$ cat src/rtl/gate_pipe.sv
// gate_pipe: registered bitwise gate unit with a 2-entry output FIFO.
//
// Applies one of eight logic operations to two WIDTH-bit operands at the push
// edge and queues the result with its all-zero / all-one flags. Valid/ready
// handshakes on both sides; counts delivered results.
//
// Parameters:
//   WIDTH  operand/result width (>= 1)
//   CNT_W  width of the delivered-result counter
// Ports:
//   clk, rst_n            clock, asynchronous active-low reset
//   in_valid / in_ready   input handshake; op, a, b sampled on push
//   out_valid / out_ready output handshake
//   out_data              head result (0 when empty)
//   out_zero, out_ones    head result all zeros / all ones (0 when empty)
//   out_par               even parity of head result (GATE_PARITY_EN only)
//   done_cnt              results delivered, modulo 2^CNT_W
//
// Optional feature macro: GATE_PARITY_EN adds the out_par port and one parity
// bit per FIFO entry.
module gate_pipe #(
  parameter int unsigned WIDTH = 8,
  parameter int unsigned CNT_W = 16
) (
  input  logic             clk,
  input  logic             rst_n,
  input  logic             in_valid,
  output logic             in_ready,
  input  logic [2:0]       op,
  input  logic [WIDTH-1:0] a,
  input  logic [WIDTH-1:0] b,
  output logic             out_valid,
  input  logic             out_ready,
  output logic [WIDTH-1:0] out_data,
  output logic             out_zero,
  output logic             out_ones,
`ifdef GATE_PARITY_EN
  output logic             out_par,
`endif
  output logic [CNT_W-1:0] done_cnt
);

  typedef struct packed {
    logic [WIDTH-1:0] data;
    logic             zero;
    logic             ones;
`ifdef GATE_PARITY_EN
    logic             par;
`endif
  } entry_t;

  entry_t           head_q, head_d;
  entry_t           tail_q, tail_d;
  entry_t           new_entry;
  logic [1:0]       occ_q, occ_d;
  logic             live_q;
  logic [CNT_W-1:0] cnt_q;
  logic [WIDTH-1:0] res;
  logic             push, pop;

  always_comb begin
    res = '0;
    case (op)
      3'd0:    res = a & b;
      3'd1:    res = ~(a & b);
      3'd2:    res = a | b;
      3'd3:    res = ~(a | b);
      3'd4:    res = a ^ b;
      3'd5:    res = ~(a ^ b);
      3'd6:    res = ~a;
      default: res = a;
    endcase
  end

  always_comb begin
    new_entry      = '0;
    new_entry.data = res;
    new_entry.zero = (res == '0);
    new_entry.ones = (res == '1);
`ifdef GATE_PARITY_EN
    new_entry.par  = ^res;
`endif
  end

  // live_q keeps in_ready low during reset and for the release cycle, so both
  // handshake signals are decoded from registers only.
  assign in_ready  = live_q & ~occ_q[1];
  assign out_valid = (occ_q != 2'd0);
  assign push      = in_valid & in_ready;
  assign pop       = out_valid & out_ready;

  always_comb begin
    head_d = head_q;
    tail_d = tail_q;
    occ_d  = occ_q;
    case ({push, pop})
      2'b10: begin
        if (occ_q == 2'd0) head_d = new_entry;
        else               tail_d = new_entry;
        occ_d = occ_q + 2'd1;
      end
      2'b01: begin
        head_d = tail_q;
        occ_d  = occ_q - 2'd1;
      end
      // Push implies occ < 2 and pop implies occ > 0, so occ is 1 here.
      2'b11:   head_d = new_entry;
      default: ;
    endcase
  end

  always_ff @(posedge clk or negedge rst_n) begin
    if (!rst_n) begin
      head_q <= '0;
      tail_q <= '0;
      occ_q  <= 2'd0;
      live_q <= 1'b0;
      cnt_q  <= '0;
    end else begin
      head_q <= head_d;
      tail_q <= tail_d;
      occ_q  <= occ_d;
      live_q <= 1'b1;
      if (pop) cnt_q <= cnt_q + CNT_W'(1);
    end
  end

  // Head fields are stale after the last pop; gate them with out_valid.
  assign out_data = out_valid ? head_q.data : '0;
  assign out_zero = out_valid & head_q.zero;
  assign out_ones = out_valid & head_q.ones;
`ifdef GATE_PARITY_EN
  assign out_par  = out_valid & head_q.par;
`endif
  assign done_cnt = cnt_q;

endmodule

$ cat config.mk
export PLATFORM = sky130hd
export DESIGN_NAME = gate_pipe
export DESIGN_NICKNAME = d
export VERILOG_FILES = /design/src/rtl/gate_pipe.sv
export SDC_FILE = /design/constraint.sdc
export NUM_CORES = 1
export LEC_CHECK = 0
export ABC_AREA = 1
export CAP_MARGIN = 20
export CORE_ASPECT_RATIO = 0.9
export CORE_MARGIN = 2
export CORE_UTILIZATION = 50
export DETAILED_ROUTE_END_ITERATION = 16
export DONT_BUFFER_PORTS = 1
export PLACE_DENSITY = 0.7
export REMOVE_ABC_BUFFERS = 1
export SYNTH_ARGS = -nofsm -noshare
export SYNTH_HDL_FRONTEND = slang
export SYNTH_SLANG_ARGS = --single-unit
$ cat constraint.sdc
create_clock -name clk -period 2.6 [get_ports clk]
set_input_delay 0.52 -clock clk [delete_from_list [all_inputs] [get_ports clk]]
set_output_delay 0.52 -clock clk [all_outputs]
set_load 0.05 [all_outputs]
; Yosys cells after proc, flatten, opt, wreduce, memory -nomap -nowiden
; Index checks and enable logic that the tools add are counted.
[classes]
n_mux = 5
n_eq_ne = 11
n_reduce_logical = 8
addsub = 3
bitwise_logic = 14
[ops]
columns = op, n
row1 = one-hot mux 8 bit (7 select lines), 1
row2 = inverter 8 bit, 4
row3 = one-hot mux 10 bit (3 select lines), 1
row4 = adder 16 x 1 -> 16 bit (second input constant), 1
row5 = 2-to-1 mux 10 bit, 1
row6 = equality test 3 bit (second input constant), 3
row7 = AND 8 bit, 1
row8 = equality test 8 bit (second input constant), 1
row9 = zero test 8 bit, 1
row10 = 2-to-1 mux 8 bit, 1
row11 = OR 8 bit, 1
row12 = XOR 8 bit, 1
row13 = equality test 3 x 2 -> 1 bit (second input constant), 2
row14 = AND 1 bit, 5
row15 = equality test 2 bit (second input constant), 2
row16 = one-hot mux 2 bit (2 select lines), 1
row17 = AND reduction 2 bit, 2
row18 = nonzero test 2 bit, 2
row19 = equality test 3 x 1 -> 1 bit (second input constant), 1
row20 = zero test 3 bit, 1
row21 = nonzero test 3 bit, 1
row22 = adder 2 x 1 -> 2 bit (second input constant), 1
row23 = equality test 2 x 1 -> 1 bit (second input constant), 1
row24 = zero test 2 bit, 1
row25 = 3 further kinds, 4
[word_totals]
wordCells = 50
output_inout_bits = 28
in_bits = 23
regBits = 39

; Longest topological paths before layout
[logic_depth]
ltp_word = 6
ltp_mapped = 14
mapped_depth_nobuf = 14

; Worst setup path before layout
; No wires, ideal clock.
[synth_timing]
kind = register -> register
from = reg occ_q[1]
to = reg occ_q[1]
n_path_buf = 1
t_arrival_ps = 2024
setup_time_ps = 124
path_stages_with_launch = 8
path_slack_ps = 452
path_cell_list = dfrtp_1 -> nor2_1 -> nand2_1 -> ha_1 -> clkbuf_1 -> a21oi_1 -> o21ai_0 -> xnor2_1
[synth_between]
elab_chain_cells = 5
elab_cells_between_ends = 11
classes_between = add/sub (2) / eq/ne (2) / mux (1) / bitwise (4) / reduce/logical (2)
[synth_lines]
columns = item, line
row1 = from (decl), 55  ; logic [1:0] occ_q, occ_d;
row2 = from (signal assigned), 116  ; occ_q <= 2'd0;
row3 = from (signal assigned), 122  ; occ_q <= occ_d;
row4 = inverter 1 bit *, 87  ; assign in_ready = live_q & ~occ_q[1];
row5 = AND 1 bit *, 87
row6 = named net in_ready, 28  ; output logic in_ready,
row7 = AND 1 bit *, 89  ; assign push = in_valid & in_ready;
row8 = equality test 2 x 1 -> 1 bit or equality test 2 bit (tied branches), 96  ; case ({push, pop})
row9 = one-hot mux 2 bit (2 select lines) or nonzero test 2 bit (tied branches), --
; Mark *: on every way through the listed nets, which the timed path passes. The rest lies on a longest branch.
; A chain may end at the register's enable or synchronous reset.

; Worst setup path after layout
[layout_timing]
from = reg occ_q[0]
to = reg head_q[6] in the netlist's numbering
[layout_between]
elab_chain_cells = 5
elab_cells_between_ends = 10
classes_between = eq/ne (4) / mux (1) / bitwise (1) / reduce/logical (4)
[layout_lines]
columns = item, line
row1 = nonzero test 2 bit *, 88  ; assign out_valid = (occ_q != 2'd0);
row2 = named net out_valid, 32  ; output logic out_valid,
row3 = AND 1 bit *, 90  ; assign pop = out_valid & out_ready;
row4 = named net pop, 59  ; logic push, pop;
row5 = equality test 2 bit or equality test 2 x 1 -> 1 bit (tied branches), 96
row6 = inequality test 2 bit (no source line) or nonzero test 3 bit (tied branches), --
row7 = AND reduction 2 bit (no source line), --
row8 = to (signal assigned), 114  ; head_q <= '0;
row9 = to (signal assigned), 120  ; head_q <= head_d;
row10 = to (decl), 52  ; entry_t head_q, head_d;
; Marks and branches as above.

==> results.txt <==
Status -> complete, but fails checks
Failing checks -> DRC
Warnings from Yosys -> 0
Start of the worst register-to-register path -> occ_q[0]
Relative slew slack -> 59.4%
Syn_area_per_cell -> 6.64 µm²
WP buf/inv -> 3
Clock-pin slew on the worst setup and hold paths -> 0.08 ns
DRC -> 1
Synth unique cells -> 27
Pins Over Slew Limit -> 0
Slew @ Worst Pin -> 0.609 ns
Count of state elements after synthesis -> 39
Drt first pass iters -> 11
CP Launch Type -> register
Fin. Hold Viols -> 0
Drt total wl -> 6.86 mm
Top-area cell type share of the netlist area -> 32.4%
H-tree depth -> 2
Min Tclk post-route -> 2.33 ns
DR vias/cell -> 5.21
Crit path arrival time -> 2.50 ns
Clk_skew -> 0.00515 ns
Hold Path Class -> in2async
Sequential area share after synthesis -> 32.4%
Tcrit/Tclk final -> 89.7%
Vias in the first global route -> 2,730
DPL Wire Length -> 5.06 mm
Clk buf depth -> 2
First-pass GRT wire length -> 11.9 mm
Final Wtd Congestion -> 0.888
Sink Count -> 39
CORE AREA -> 5760 µm²
TritonCTS clock tree -> yes
Synth Cell Area -> 3010 µm²
TNS Setup -> 0 ns
Root Driver -> clkbuf_8
Maximum VDD drop -> 0.000641 V
Site Rows -> 26
Worst-Skew Late Latency -> 0.29 ns
Io pins -> 51
Crit-path cells -> nor2_1 > inv_1 > nand2_2 > inv_1 > ha_1 > inv_1 > o21ai_0 > o22ai_1
Delay-heaviest family, CP -> buffers and inverters
Post-synth top area cell -> dfrtp_1
Post-route ant nets -> 0
Max Fanout on Critical Path -> 12
Final #Nets -> 508
Die width -> 85.8 µm
Cts repair resizes -> 0
Die height -> 77.6 µm
Worst endpoint required time -> 2.76 ns
WS Path Type -> reg2reg
# port buffers -> 0
Worst path max stage delay -> 0.41 ns
Maximum clock rate -> 0.429 GHz
Syn Inst Count -> 453
Worst path slowest cell -> dfrtp_1
RSZ-0062 raised after global routing -> no
Vias -> 2,797
Most used cell, CP -> inv_1
Leak -> 1.98 nW
Final setup vio count -> 0
GRT overflow -> 0
Drt wl/cell -> 12.8 µm
Die area -> 6650 µm²
ANT cells -> 0
Initial core utilization -> 52.2%
CP startpoint -> occ_q[0]
Cts bufs inserted -> 5
P&R area growth vs syn -> 10.0%
Share of cells above drive strength 1 -> 8.35%
Postcts setup bufs -> 0
Drt initial violations -> 168
Initial antenna violation count -> 0
Total of max-cap violations -> 0
Overall Power -> 2.98 mW
Total global-route track usage -> 21.6%
Power Density -> 900 nW/µm²
Setup crit end kind -> register
Top cells by area, synth -> dfrtp_1 (32%), nand2_1 (17%), nand3_1 (8.5%)
Largest net degree at the start of global routing -> 40
==> logic make-up (layout without fill, tap and decap cells) <==
group,after synthesis,in the layout,share of synthesized area (%)
adders and majority gates,19,19,7.90
DFF,39,39,32.4
other,1,1,0.125
xor gates and xnor gates,17,17,4.95
and+or+nand+nor,271,271,39.0
buffers and inverters,77,91,10.2
AOI/OAI and AO/OA,29,29,5.37
==> final cells by class <==
type	instances	area [µm²]
inverter	62	233
tap	70	87.6
timing repair buffer	21	170
multi-input combinational	337	1730
sequential	39	976
clock buffer	6	82.6
clock inverter	2	35.0
fill	567	2450
==> cell usage after synthesis <==
cell and n:
nand4_1 4, nand3b_1 14, buf_1 2, inv_2 3, nor3_1 1, a21oi_2 1, ha_1 19, o21ai_0 15
nand3_1 51, xor2_1 9, o22ai_1 6, buf_2 5, nor2_1 61, conb_1 1, o21ai_1 2, nand3_2 1
xnor2_1 8, clkbuf_1 5, a21oi_1 3, nor2_2 2, nand2_1 134, a22oi_1 2, buf_4 3, nand2_2 1
dfrtp_1 39, inv_1 59, nor2_4 2
==> power breakdown <==
group	switching, mW	internal, mW
Clock	0.209	0.310
Combinational	1.03	0.446
Sequential	0.172	0.811
Total	1.41	1.57
==> final timing paths <==
path	to	slack, ns	cells after the start
max in group asynchronous	occ_q[0]	2.35	1
worst min register to register	head_q[1]	0.49	2
min in group clk	done_cnt[0]	0.44	2
worst max register to register	head_q[6]	0.27	8
worst min-delay path	done_cnt[9]	0.06	1
worst max-delay path	head_q[6]	0.27	8
==> registers in the layout (all words and copies together), names as in the netlist <==
register	count
done_cnt	16
tail_q	10
head_q	10
occ_q	2
live_q	1
==> stage by stage <==
step	utilization, %	hold slack [ns]	setup slack [ns]	instances	area [µm²]
2_1_floorplan	-	0.224	0.291	438	2930
3_3_place_gp	55.1	0.226	0.380	528	3170
3_5_place_dp	55.1	0.226	0.291	528	3170
4_1_cts	57.5	0.0616	0.279	537	3310
5_1_grt	57.5	0.0703	0.103	537	3310
6_report	57.5	0.0617	0.268	537	3310
==> what timing repair did <==
action	4_1_cts	5_1_grt
hold buffers	1	0
setup endpoints to repair	0	0
hold endpoints to repair	39	0
==> per-layer routing <==
metal	routed length (µm)	track usage, %
met1	3250	28.4
met4	0	3.81
met5	0	0
met2	3280	37.3
met3	330	4.26
==> layout by cell type, fill, tap and decap left out, types with 2 or more instances in the layout <==
| cell type | instances |
|---|---|
| inv_1 | 59 |
| o21ai_1 | 2 |
| nor2_2 | 2 |
| o22ai_1 | 6 |
| nor2_1 | 61 |
| nand3b_1 | 14 |
| inv_2 | 3 |
| buf_4 | 20 |
| nand3_1 | 51 |
| nand2_1 | 134 |
| o21ai_0 | 15 |
| xnor2_1 | 8 |
| a21oi_1 | 3 |
| dfrtp_1 | 39 |
| clkbuf_8 | 6 |
| ha_1 | 19 |
| nand4_1 | 4 |
| xor2_1 | 9 |
| a22oi_1 | 2 |
| nor2_4 | 2 |
Note: power is estimated with default switching activity, not from simulation.
